--- config.mk ---
export PLATFORM = sky130hd
export DESIGN_NAME = rl_sched_flat
export DESIGN_NICKNAME = d
export VERILOG_FILES = /design/src/rtl/rl_sched_if.sv /design/src/rtl/rl_sched.sv /design/src/flat_wrapper.sv
export SDC_FILE = /design/constraint.sdc
export NUM_CORES = 1
export LEC_CHECK = 0
export ABC_CLOCK_PERIOD_IN_PS = 8300
export BUFFER_PORTS_ARGS = -buffer_cell sky130_fd_sc_hd__buf_2
export CAP_MARGIN = 0
export CORE_ASPECT_RATIO = 1.4
export CORE_MARGIN = 2
export CORE_UTILIZATION = 51
export CTS_CLUSTER_DIAMETER = 60
export DETAILED_ROUTE_END_ITERATION = 7
export PLACE_DENSITY = 0.71
export SLEW_MARGIN = 20
export SYNTH_ARGS = -nofsm -noshare
export SYNTH_HDL_FRONTEND = slang
export SYNTH_SLANG_ARGS = --single-unit
--- constraint.sdc ---
create_clock -name clk -period 8.3 [get_ports clk]
set_input_delay 0.83 -clock clk [delete_from_list [all_inputs] [get_ports clk]]
set_output_delay 0.83 -clock clk [all_outputs]
set_load 0.02 [all_outputs]
--- src/rtl/rl_sched_if.sv ---
// rl_sched_if -- control/data bundle for the rl_sched two-channel RL current stepper.
//
// Signals (the master drives the control side; the slave is the scheduler):
//   tick      timestep strobe, one-cycle pulse
//   clr_ovr   clears the sticky overrun flag
//   u0, u1    signed channel voltages, Q.8
//   i0, i1    signed channel currents
//   busy      step sequence in progress
//   done      one-cycle pulse, i0/i1 have just been updated
//   overrun   sticky, a tick arrived while busy
//   sat       sticky accumulator-saturation flag
interface rl_sched_if;
  logic               tick;
  logic               clr_ovr;
  logic signed [31:0] u0;
  logic signed [31:0] u1;
  logic signed [31:0] i0;
  logic signed [31:0] i1;
  logic               busy;
  logic               done;
  logic               overrun;
  logic               sat;

  modport master (
    output tick, clr_ovr, u0, u1,
    input  i0, i1, busy, done, overrun, sat
  );

  modport slave (
    input  tick, clr_ovr, u0, u1,
    output i0, i1, busy, done, overrun, sat
  );
endinterface

--- src/rtl/rl_sched.sv ---
// rl_sched -- two-channel RL current integrator driven by a shared multiplier.
//
// Each tick advances both channel currents by one explicit-Euler step:
//   I += ((((u - R*I) >>> 8) * L_DIV * DT) >>> 10)
// Channel 0 is processed first, then channel 1, through a single signed
// 32x32 multiplier (low 32 bits kept). Tick-to-done latency is 13 edges.
//
// Ports:
//   clk   sole clock, rising edge
//   rst   synchronous active-high reset
//   bus   rl_sched_if.slave: tick, clr_ovr, u0, u1 in; i0, i1, busy, done,
//         overrun, sat out
//
// Configuration:
//   RL_SCHED_SAT_EN defined   -> accumulator clamps to 0x7FFFFFFF/0x80000000
//                                on overflow and sets the sticky sat flag
//   RL_SCHED_SAT_EN undefined -> accumulator wraps, sat is tied low
module rl_sched #(
  parameter logic signed [31:0] R     = 32'sd10,
  parameter logic signed [31:0] L_DIV = 32'sd1000,
  parameter logic signed [31:0] DT    = 32'sd26
) (
  input  logic       clk,
  input  logic       rst,
  rl_sched_if.slave  bus
);

  localparam logic [2:0] S_IDLE = 3'd0;
  localparam logic [2:0] S_LOAD = 3'd1;
  localparam logic [2:0] S_M1   = 3'd2;
  localparam logic [2:0] S_SUB  = 3'd3;
  localparam logic [2:0] S_M2   = 3'd4;
  localparam logic [2:0] S_M3   = 3'd5;
  localparam logic [2:0] S_ACC  = 3'd6;
  localparam logic [2:0] S_DONE = 3'd7;

  logic [2:0]         r_state;
  logic               r_ch;
  logic signed [31:0] r_u;
  logic signed [31:0] r_p;
  logic signed [31:0] r_x;
  logic signed [31:0] r_acc [2];
  logic signed [31:0] r_i0;
  logic signed [31:0] r_i1;
  logic               r_done;
  logic               r_ovr;

  logic signed [31:0] w_cur;
  logic signed [31:0] w_mul_a;
  logic signed [31:0] w_mul_b;
  logic signed [31:0] w_prod;
  logic signed [31:0] w_diff;
  logic signed [31:0] w_inc;
  logic signed [31:0] w_sum;

  assign w_cur  = r_acc[r_ch];
  assign w_diff = r_u - r_p;
  assign w_inc  = r_p >>> 10;
  assign w_sum  = w_cur + w_inc;

  // Operand steering for the one shared multiplier; the 32-bit signed result
  // is exactly the low word of the full product.
  always_comb begin
    w_mul_a = R;
    w_mul_b = w_cur;
    case (r_state)
      S_M2: begin
        w_mul_a = r_x;
        w_mul_b = L_DIV;
      end
      S_M3: begin
        w_mul_a = r_p;
        w_mul_b = DT;
      end
      default: begin
        w_mul_a = R;
        w_mul_b = w_cur;
      end
    endcase
  end

  assign w_prod = w_mul_a * w_mul_b;

`ifdef RL_SCHED_SAT_EN
  logic r_sat;
  logic w_ovf;
  // Signed overflow: both addends share a sign that the sum does not.
  assign w_ovf = (w_cur[31] == w_inc[31]) && (w_sum[31] != w_cur[31]);
  assign bus.sat = r_sat;
`else
  assign bus.sat = 1'b0;
`endif

  always_ff @(posedge clk) begin
    if (rst) begin
      r_state  <= S_IDLE;
      r_ch     <= 1'b0;
      r_u      <= '0;
      r_p      <= '0;
      r_x      <= '0;
      r_acc[0] <= '0;
      r_acc[1] <= '0;
      r_i0     <= '0;
      r_i1     <= '0;
      r_done   <= 1'b0;
      r_ovr    <= 1'b0;
`ifdef RL_SCHED_SAT_EN
      r_sat    <= 1'b0;
`endif
    end else begin
      r_done <= 1'b0;

      // A tick while busy wins over a simultaneous clear.
      if (bus.tick && (r_state != S_IDLE)) begin
        r_ovr <= 1'b1;
      end else if (bus.clr_ovr) begin
        r_ovr <= 1'b0;
      end

      case (r_state)
        S_IDLE: begin
          if (bus.tick) begin
            r_ch    <= 1'b0;
            r_state <= S_LOAD;
          end
        end
        S_LOAD: begin
          r_u     <= r_ch ? bus.u1 : bus.u0;
          r_state <= S_M1;
        end
        S_M1: begin
          r_p     <= w_prod;
          r_state <= S_SUB;
        end
        S_SUB: begin
          r_x     <= w_diff >>> 8;
          r_state <= S_M2;
        end
        S_M2: begin
          r_p     <= w_prod;
          r_state <= S_M3;
        end
        S_M3: begin
          r_p     <= w_prod;
          r_state <= S_ACC;
        end
        S_ACC: begin
`ifdef RL_SCHED_SAT_EN
          if (w_ovf) begin
            r_acc[r_ch] <= w_cur[31] ? 32'sh80000000 : 32'sh7FFFFFFF;
            r_sat       <= 1'b1;
          end else begin
            r_acc[r_ch] <= w_sum;
          end
`else
          r_acc[r_ch] <= w_sum;
`endif
          if (!r_ch) begin
            r_ch    <= 1'b1;
            r_state <= S_LOAD;
          end else begin
            r_state <= S_DONE;
          end
        end
        S_DONE: begin
          r_i0    <= r_acc[0];
          r_i1    <= r_acc[1];
          r_done  <= 1'b1;
          r_state <= S_IDLE;
        end
        default: r_state <= S_IDLE;
      endcase
    end
  end

  assign bus.busy    = (r_state != S_IDLE);
  assign bus.done    = r_done;
  assign bus.overrun = r_ovr;
  assign bus.i0      = r_i0;
  assign bus.i1      = r_i1;

endmodule

--- src/flat_wrapper.sv ---
// flat-port wrapper written by rule: the top's interface ports become plain ports
module rl_sched_flat 
#(
  parameter logic signed [31:0] R     = 32'sd10,
  parameter logic signed [31:0] L_DIV = 32'sd1000,
  parameter logic signed [31:0] DT    = 32'sd26
)
  (clk, rst, bus_tick, bus_clr_ovr, bus_u0, bus_u1, bus_i0, bus_i1, bus_busy, bus_done, bus_overrun, bus_sat);
  rl_sched_if bus_i ();
  input  logic clk;
  input  logic rst;
  input wire logic [$bits(bus_i.tick)-1:0] bus_tick;
  input wire logic [$bits(bus_i.clr_ovr)-1:0] bus_clr_ovr;
  input wire logic [$bits(bus_i.u0)-1:0] bus_u0;
  input wire logic [$bits(bus_i.u1)-1:0] bus_u1;
  output wire logic [$bits(bus_i.i0)-1:0] bus_i0;
  output wire logic [$bits(bus_i.i1)-1:0] bus_i1;
  output wire logic [$bits(bus_i.busy)-1:0] bus_busy;
  output wire logic [$bits(bus_i.done)-1:0] bus_done;
  output wire logic [$bits(bus_i.overrun)-1:0] bus_overrun;
  output wire logic [$bits(bus_i.sat)-1:0] bus_sat;
  assign bus_i.tick = bus_tick;
  assign bus_i.clr_ovr = bus_clr_ovr;
  assign bus_i.u0 = bus_u0;
  assign bus_i.u1 = bus_u1;
  assign bus_i0 = bus_i.i0;
  assign bus_i1 = bus_i.i1;
  assign bus_busy = bus_i.busy;
  assign bus_done = bus_i.done;
  assign bus_overrun = bus_i.overrun;
  assign bus_sat = bus_i.sat;
  rl_sched #(.R(R), .L_DIV(L_DIV), .DT(DT)) u_core (.clk(clk), .rst(rst), .bus(bus_i));
endmodule
After elaboration in Yosys (flattened, before gate mapping)

Memories as Yosys holds them, arrays and structs flattened. A register that Yosys moved wholly into a read port is not among the register bits.
Index checks and enable logic that the tools add are counted.

Add/sub/neg operators: 2
$mul: 1
Divide/modulo/power cells: 0
Magnitude comparators: 0
Equality and inequality tests: 8
Shift-type cells: 0
Mux-type cells: 21
Bitwise gates (word level): 0
Reduce and logical (&&, ||, !) cells: 8

Operators by type and width:

| kind               | count |
|---|---|
| $pmux 32 s2        | 2 |
| $mux 32            | 2 |
| $add 32x22->32     | 1 |
| $mul 32x32->32     | 1 |
| $reduce_or 32->1   | 1 |
| $sub 32x32->32     | 1 |
| $pmux 3 s8         | 1 |
| $mux 1             | 13 |
| $eq 3x3->1 const B | 4 |
| $eq 3x2->1 const B | 2 |
| $mux 3             | 2 |
| $reduce_bool 2->1  | 2 |
| $eq 3x1->1 const B | 1 |
| $logic_not 3->1    | 1 |
| $reduce_bool 3->1  | 1 |
| $reduce_or 3->1    | 1 |
| $ne 2x2->1 const B | 1 |
| $pmux 1 s2         | 1 |
| $reduce_and 2->1   | 1 |
| $logic_and 1x1->1  | 1 |

Flip-flop bits (word level): 94
Bits in latches: 0
Bits in writable memories: 64
Bits in read-only memories: 0
Bits of input ports: 68
Output and inout port bits: 68
Word-level logic and storage cells: 48
Memories: 1

Memory list:

| name         | depth | width | read ports | clocked after memory_dff | wr ports | RTL line       | source |
|---|---|---|---|---|---|---|---|
| u_core.r_acc | 2     | 32    | 3          | 3                        | 2        | rl_sched.sv:42 | `logic signed [31:0] r_acc [2];` |

Logic depth before layout (Yosys ltp)

Gate-level depths: netlist of run 1.

Depth in word-level cells: 6
Depth in mapped cells: 31
Mapped depth without buffers: 28

Worst setup path after synthesis of run 1

Ideal clock, no wire load.

Kind: register to register
From: register u_core.r_state[2]
To: register u_core.r_p[30]
Library setup time: 0.084 ns
Arrival: 7.654 ns
Data required time: 8.216 ns
Slack: 0.562 ns
Cell stages (with the launch flop): 29
Buffers on the path: 4
Clock period less this slack: 7.738 ns
Cell sequence: dfxtp_1 clkbuf_1 nand2b_1 nor2_1 clkbuf_1 clkbuf_1 clkbuf_1 nand2_1 fa_1 inv_1 fa_1 fa_1 inv_1 fa_1 inv_1 fa_1 ha_1 fa_1 fa_1 ha_1 nand2_1 a211o_1 a21o_1 a311o_1 and3_4 o41ai_4 a31oi_1 xor2_1 o31ai_2

Word-level cells in the longest chain between the ends: 3
Elaborated cells between the ends (all ways): 7
Classes of those cells: 1 x mul; 3 x eq/ne; 2 x mux; 1 x reduce/logical

Ends and longest elaborated chain:

| what                   | RTL line                        | source |
|---|---|---|
| from (decl)            | rl_sched.sv:37                  | `logic [2:0] r_state;` |
| from (signal assigned) | rl_sched.sv:96                  | `r_state <= S_IDLE;` |
| from (signal assigned) | rl_sched.sv:124                 | `r_state <= S_LOAD;` |
| from (signal assigned) | rl_sched.sv:129                 | `r_state <= S_M1;` |
| $eq 3x3->1             | rl_sched.sv:66, rl_sched.sv:120 |  |
| $pmux 32 s2            | rl_sched.sv:66                  | `case (r_state)` |
| $mul 32x32->32         | rl_sched.sv:82                  | `assign w_prod = w_mul_a * w_mul_b;` |
| to (signal assigned)   | rl_sched.sv:132                 | `r_p <= w_prod;` |
| to (signal assigned)   | rl_sched.sv:140                 | `r_p <= w_prod;` |
| to (signal assigned)   | rl_sched.sv:144                 | `r_p <= w_prod;` |
| to (decl)              | rl_sched.sv:40                  | `logic signed [31:0] r_p;` |

Several ways; a longest one is shown, not always the timed one.
A chain may end at the register's enable or synchronous reset.

Final worst setup path of run 1

From: register u_core.r_state[1]
To: register u_core.r_p[30]

The elaborated chain is that of the path after synthesis.

==> results of run 1 <==
[Yosys cell counts (all sizes together), types with 13 or more instances]
library cell,n
a211oi,46
a21oi,163
a21o,39
clkbuf,77
nor2b,13
nand3,16
nor3,15
nand2,295
mux2i,36
ha,211
and2,45
xnor2,61
mux2,30
dfxtp,159
edfxtp,64
fa,409
xor2,35
o21ai,62
nor2,199
inv,559
[flip-flops by register name, summed over array words and instances, names as in the netlist, named ones only]
signal,cells
bus_i0,32
bus_i1,32
u_core.bus.done,1
u_core.bus.overrun,1
u_core.r_acc,64
u_core.r_ch,1
u_core.r_p,32
u_core.r_state,3
u_core.r_u,32
u_core.r_x,24
[metrics by stage]
step                instances  area [sq um]  setup slack, ps  hold WS, ps
floorplan                2951         26200              562          427
global placement         3660         27600              518          442
detailed placement       3660         27600              296          444
CTS                      3705         28400              291          453
global route             3705         28400             45.1          466
finish                   3705         28400              416          451
[critical path, stage by stage, from the launching register on]
cell,delay (ps)
dfxtp_1,530
nand2b_1,280
or2_4,370
buf_4,290
nor2_1,100
or2_2,310
fa_1,490
fa_1,490
inv_1,50
fa_1,470
fa_1,540
inv_1,60
fa_1,480
fa_1,480
fa_1,520
inv_1,50
fa_1,470
inv_1,40
ha_1,340
a21o_1,180
a211oi_1,300
and3_4,270
o41ai_4,90
a31oi_1,220
xor2_1,210
o31ai_2,70
[logic make-up (layout without fill, tap and decap cells)]
| group | after synthesis | in the layout | synth area share, % |
|---|---|---|---|
| multiplexers | 66 | 66 | 2.76 |
| XOR/XNOR | 96 | 96 | 3.33 |
| AND/OR/NAND/NOR | 650 | 650 | 11.2 |
| AO/OA/AOI/OAI | 400 | 400 | 9.98 |
| adder cells (fa/ha/maj) | 620 | 620 | 42.9 |
| flip-flops | 223 | 223 | 20.2 |
| buffers and inverters | 647 | 764 | 9.63 |
| other | 2 | 249 | 0.0297 |
[layer usage]
metal	global-route usage, %	vias up	wire (microns)
li1	-	8970	-
met1	25.9	9362	21200
met2	50.4	333	35300
met3	1.74	173	1390
met4	16.3	0	4740
met5	0	-	0
[worst max-delay path by stage]
stage	from	cells past startpoint	slack, ps	endpoint
detailed placement	u_core.r_state[1]	25	300	u_core.r_p[30]
floorplan	u_core.r_state[2]	28	560	u_core.r_p[30]
finish	u_core.r_state[1]	25	420	u_core.r_p[30]
global placement	u_core.r_state[2]	26	520	u_core.r_p[30]
CTS	u_core.r_state[1]	25	290	u_core.r_p[30]
global route	u_core.r_state[1]	25	50	u_core.r_p[30]
[layout make-up]
class | instances | area share [%]
timing repair buffer | 160 | 3.06
sequential | 223 | 18.0
multi-input combinational | 2081 | 65.8
clock inverter | 17 | 0.709
inverter | 559 | 7.38
tap | 637 | 2.80
clock buffer | 28 | 2.28
==> flow_metrics.tcl, run 1 <==
set metrics [dict create \
    cp-start-kind "flop" \
    hp-start "u_core.r_p[5]" \
    antenna_cells 0 \
    r2r_slack_ps 420 \
    initialDrtViolationCount 979 \
    hold_viol 0 \
    hold_path.class "reg -> reg" \
    core_area_sq_mm 0.0490 \
    worstHoldPathCells 2 \
    cts_hold_buf 0 \
    rows 96 \
    fin_nets 3738 \
    ys_warn_count 0 \
    fillers 4432 \
    port_buffers 134 \
    clock-sinks 223 \
    drt_pass1_iterations 5 \
    die_height_microns 267 \
    crit_type "reg -> reg" \
    setup_viol 0 \
    io_pins 136 \
    multi_input_area_sq_mm 0.0187 \
    hold_end "u_core.r_p[5]" \
    async_flop_share_pct 0 \
    grt_start_max_net_pins 102 \
    cts-resized-gates 0 \
    numCtsBuffers 25 \
    htree_levels 1 \
    worstPathRequired_ps 8690 \
    report.final.slew_viol_count 0 \
    skew_ps 17.8 \
    clock_path_buffers 3 \
    ys.flop_type "dfxtp_1" \
    finalCritPeriodShare_pct 95.0 \
    utilization_pct 58.0 \
    ant_nets 0 \
    synthTopCellsByArea "fa_1 32%, dfxtp_1 13%, ha_1 10%, inv_1 8.3%, edfxtp_1 7.6%" \
    drc 0 \
    initial_core_util_pct 51.5 \
    synth_edf_count 64 \
    grt_overflow 0 \
    dieArea_sq_mm 0.0513 \
    ys_ff_latch 223 \
    hpwl_mm 52.5 \
    antenna_found_initial 0 \
    syn_area_per_cell_sq_um 9.34 \
    rr_worst_depth 25 \
    crit_fanout 27 \
    post_cts_buffers 0 \
    routedWlPerCell_microns 16.9 \
    worst_slew_pin_slew_ps 1170 \
    seq_area_sq_mm 0.00511 \
    clk_latency_ps 560 \
    area_delta_synth_final_pct 12.5 \
    die_w_microns 192 \
    drive_gt1_share_pct 8.34 \
    final_common_cell "inv_1" \
    reg2reg_from "u_core.r_state[1]" \
    ys_seq_area_share_pct 20.2 \
    via_per_inst 5.08 \
    cts_tree "done" \
    outcome "completed" \
    track_usage_pct 25.7 \
    syn_inst 2704 \
    routed_wl_mm 62.6 \
    max_freq_ghz 0.127 \
    cp.arrival_ps 8280 \
    rsz0062_at_grt "false" \
    grt_pass1_wl_mm 102 \
    synth_cell_type_count 69 \
    root_buffer "clkbuf_16" \
    vias 18800 \
    cts.clk_slew.worst_paths_ps 60 \
    rr_endpoint "u_core.r_p[30]" \
    maxCapViolCount 0 \
    final_cell_mix "558 x inv_1, 409 x fa_1, 295 x nand2_1" \
    worst_setup_path_end_kind "flop" \
    synth.top_cell.area_share_pct 32.4 \
    fin_tns_setup_ps 0 \
    finalWeightedCongestion 0.937 \
    slew_headroom_pct 21.1 \
    yosys.area.top_type "fa_1" \
    period_minus_slack_ps 7880 \
    synth_area_sq_mm 0.0253 \
    grt_pass1_vias 20500 \
]
Power of run 1 is left out: the tool's default activity adds up to more than one toggle a clock period on the data nets, which glitch-free logic cannot reach.
==> run 2: changes to the inputs <==
RECOVER_POWER = 50   (was unset)
==> flow_metrics.tcl, run 2 (synthesis gave the netlist of run 1 again) <==
set metrics [dict create \
    outcome "complete, but fails checks" \
    violations "capacitance limit, slew limit" \
    skew_ps 16.7 \
    area_delta_synth_final_pct 12.1 \
    maxCapViolCount 3 \
    grt_start_max_net_pins 102 \
    slew_headroom_pct -99.6 \
    cts.clk_slew.worst_paths_ps 60 \
    clock-sinks 223 \
    regMostFlops "u_core.r_acc" \
    setup_slack_ps 418 \
    max_freq_ghz 0.127 \
    grt_pass1_vias 20500 \
    worst_slew_pin_slew_ps 2990 \
    vias 18800 \
    crit_fanout 27 \
    root_buffer "clkbuf_16" \
    port_buffers 134 \
    initial_core_util_pct 51.5 \
    multi_input_area_sq_mm 0.0187 \
    seq_area_sq_mm 0.00511 \
    drt_pass1_iterations 5 \
    drive_gt1_share_pct 6.10 \
    die_w_microns 192 \
    hpwl_mm 52.5 \
    fin_nets 3738 \
    largest_reg_flops 64 \
    hold_path.class "reg -> reg" \
    antenna_found_initial 0 \
    report.final.slew_viol_count 161 \
    ant_nets 0 \
    crit_type "reg -> reg" \
    final_cell_mix "558 x inv_1, 409 x fa_1, 295 x nand2_1" \
    final_common_cell "inv_1" \
    hold_slack_ps 451 \
    core_area_sq_mm 0.0490 \
    fillers 4478 \
    io_pins 136 \
    post_cts_buffers 0 \
    finalCritPeriodShare_pct 95.0 \
    routedWlPerCell_microns 16.9 \
    cts_tree "done" \
    dieArea_sq_mm 0.0513 \
    cp.arrival_ps 8280 \
    finalWeightedCongestion 0.937 \
    cts-resized-gates 0 \
    worst_setup_path_end_kind "flop" \
    antenna_cells 0 \
    fin_tns_setup_ps 0 \
    track_usage_pct 25.7 \
    period_minus_slack_ps 7880 \
    grt_overflow 0 \
    rsz0062_at_grt "false" \
    setup_viol 0 \
    drc 0 \
    initialDrtViolationCount 939 \
    htree_levels 1 \
    clock_path_buffers 3 \
    routed_wl_mm 62.6 \
    hold_viol 0 \
    clk_latency_ps 560 \
    cts_hold_buf 0 \
    cp-start-kind "flop" \
    rows 96 \
    post-place-ws_ps 296 \
    grt_pass1_wl_mm 102 \
    die_height_microns 267 \
    numCtsBuffers 25 \
    via_per_inst 5.07 \
    worstPathRequired_ps 8690 \
]
==> run 2: changes by cell type in the layout (fill, tap and decap cells not counted) <==
| cell | change |
|---|---|
| buf_2 | -66 |
| buf_4 | -3 |
| clkbuf_1 | +69 |
==> run 2: layout make-up <==
type / instances / share of cell area [%]
Tap cell: 637 / 2.81
Timing Repair Buffer: 160 / 2.73
Inverter: 559 / 7.41
Multi-Input combinational cell: 2081 / 66.0
Clock inverter: 17 / 0.711
Clock buffer: 28 / 2.28
Sequential cell: 223 / 18.0
==> run 2: stage by stage <==
step                      cell area (sq um)  cells  util, %
after detailed placement              27600   3660     56.2
after floorplan                       26200   2951        -
after global placement                27600   3660     56.2
final                                 28300   3705     57.8
after CTS                             28400   3705     58.0
after global routing                  28300   3705     57.8
==> run 2: final timing paths <==
path	cells past startpoint	end	slack, ps	startpoint
worst max-delay path	25	u_core.r_p[30]	420	u_core.r_state[1]
worst min-delay path	2	u_core.r_p[5]	450	u_core.r_p[5]
worst max register to register	25	u_core.r_p[30]	420	u_core.r_state[1]
worst min register to register	2	u_core.r_p[5]	450	u_core.r_p[5]
==> run 2: metal layers <==
| metal | track usage (%) | part of all wire (%) | vias up |
|---|---|---|---|
| li1 | - | - | 8959 |
| met1 | 25.9 | 34 | 9302 |
| met2 | 50.4 | 56 | 337 |
| met3 | 1.74 | 2.3 | 179 |
| met4 | 16.3 | 7.7 | 0 |
| met5 | 0 | 0 | - |
==> run 2: critical path, stage by stage (launching register included) <==
cell	delay [ps]
dfxtp_1	530
nand2b_1	280
or2_4	370
buf_4	290
nor2_1	100
or2_2	310
fa_1	490
fa_1	490
inv_1	50
fa_1	470
fa_1	540
inv_1	60
fa_1	480
fa_1	480
fa_1	520
inv_1	50
fa_1	470
inv_1	40
ha_1	340
a21o_1	180
a211oi_1	300
and3_4	270
o41ai_4	90
a31oi_1	220
xor2_1	210
o31ai_2	70
Power of run 2 is left out for the same reason.
==> run 3: changes to the inputs <==
CORE_MARGIN = unset   (was 2)
==> flow_metrics.tcl, run 3 (synthesis gave the netlist of run 1 again) <==
set metrics [dict create \
    setup_viol 0 \
    clock-sinks 223 \
    largest_reg_flops 64 \
    hpwl_mm 53.2 \
    clock_path_buffers 3 \
    finalCritPeriodShare_pct 95.3 \
    drt_pass1_iterations 5 \
    skew_ps 12.3 \
    port_buffers 134 \
    setup_slack_ps 389 \
    hold_viol 0 \
    dieArea_sq_mm 0.0504 \
    fin_total_pwr_uw 13000 \
    cp-start-kind "flop" \
    drive_gt1_share_pct 5.83 \
    fin_tns_setup_ps 0 \
    finalWeightedCongestion 0.962 \
    final_common_cell "inv_1" \
    violations "capacitance limit, slew limit" \
    drc 0 \
    maxCapViolCount 5 \
    dp_cells 3662 \
    cts_hold_buf 0 \
    final_cell_mix "558 x inv_1, 409 x fa_1, 295 x nand2_1" \
    r2r_slack_ps 390 \
    report.final.slew_viol_count 207 \
    cp-endpoint "u_core.r_p[30]" \
    core_area_sq_mm 0.0490 \
    regMostFlops "u_core.r_acc" \
    fin_nets 3741 \
    rsz0062_at_grt "false" \
    grt_start_max_net_pins 95 \
    area_delta_synth_final_pct 12.0 \
    period_minus_slack_ps 7910 \
    max_freq_ghz 0.126 \
    vias 18800 \
    max-vdd-ir-drop_uv 1050 \
    ant_nets 0 \
    cts_tree "done" \
    antenna_found_initial 0 \
    routedWlPerCell_microns 17.0 \
    numCtsBuffers 23 \
    cts.clk_slew.worst_paths_ps 60 \
    hold_path.class "reg -> reg" \
    routed_wl_mm 63.1 \
    rr_endpoint "u_core.r_p[30]" \
    cp.arrival_ps 8370 \
    track_usage_pct 26.3 \
    leakage_uw 0.0138 \
    grt_pass1_vias 20700 \
    worst_setup_path_end_kind "flop" \
    outcome "complete, but fails checks" \
    rr_worst_depth 29 \
    crit_fanout 12 \
    crit_type "reg -> reg" \
    via_per_inst 5.08 \
    rows 96 \
    critPathMaxStageDelay_ps 530 \
    initialDrtViolationCount 895 \
    worst_slew_pin_slew_ps 2630 \
    slew_headroom_pct -75.6 \
    root_buffer "clkbuf_16" \
    grt_pass1_wl_mm 103 \
    reg2reg_from "u_core.r_state[2]" \
    die_w_microns 190 \
    htree_levels 1 \
    post-place-ws_ps 385 \
    slowest_stage "fa_1" \
    initial_core_util_pct 51.5 \
    fin_cells 3707 \
    clk_latency_ps 550 \
    grt_overflow 0 \
    worstPathRequired_ps 8760 \
    worstHoldPathCells 2 \
    power.density_mw_per_mm2 460 \
    fillers 4404 \
    die_height_microns 265 \
    critical_path.startpoint "u_core.r_state[2]" \
    io_pins 136 \
]
run 3: cell types whose count changed in the layout (fill, tap and decap cells not counted), sizes merged:
cell      previous run  this run
buf                 91        92
clkbuf              97       104
clkinv              10         2
clkinvlp             1         2
diode                0         1
run 3: metal layers:
| layer | share of wire, % | track usage, % |
|---|---|---|
| met3 | 2.5 | 1.97 |
| met5 | 0 | 0 |
| met1 | 33 | 26.1 |
| met2 | 55 | 51.1 |
| met4 | 8.5 | 18.5 |
run 3: area by class of cell:
cell class              instances  area, sq um  area share, %
diodes                          1         2.50        0.00885
flip-flops and latches        223         5110           18.1
repair buffers                165          813           2.88
clock inverters                10          149          0.526
inverters                     559         2100           7.42
multi-input cells            2081        18700           66.1
well taps                     637          797           2.82
clock buffers                  31          616           2.18
run 3: how the worst min path moves through the flow:
stage	from	to
finish	bus_i1[3]	bus_i1[3]
global route	bus_i1[26]	bus_i1[26]
CTS	bus_i1[26]	bus_i1[26]
floorplan	u_core.r_x[1]	u_core.r_x[1]
global placement	u_core.r_p[5]	u_core.r_p[5]
detailed placement	bus_i1[29]	bus_i1[29]
run 3: power by group:
part | switching (uW) | leakage (uW) | total (uW) | internal, uW
clock | 454 | 0.000366 | 1070 | 620
sequential | 75.7 | 0.00195 | 1280 | 1200
combinational | 5920 | 0.0115 | 10700 | 4740
total | 6450 | 0.0138 | 13000 | 6560
run 3: critical path, delay by kind of cell, from the launching register on:
family / cells / cell delay (ps)
buffers and inverters: 9 / 1210
AO/OA/AOI/OAI: 7 / 1640
adder cells (fa/ha/maj): 9 / 3760
XOR/XNOR: 1 / 160
flip-flops: 1 / 320
AND/OR/NAND/NOR: 3 / 740
run 3: timing repair:
item                       in CTS  in global routing
setup endpoints to repair       0                  3
setup buffers                   0                  3
gates resized for setup         0                  2
run 3: metrics by stage:
step | instance area (sq um) | util, % | hold slack (ps)
4_1_cts | 28400 | 57.9 | 454
5_1_grt | 28300 | 57.7 | 470
3_5_place_dp | 27600 | 56.3 | 445
2_1_floorplan | 26200 | - | 427
6_report | 28300 | 57.7 | 454
3_3_place_gp | 27600 | 56.3 | 438
(Power assumes the default switching activity.)
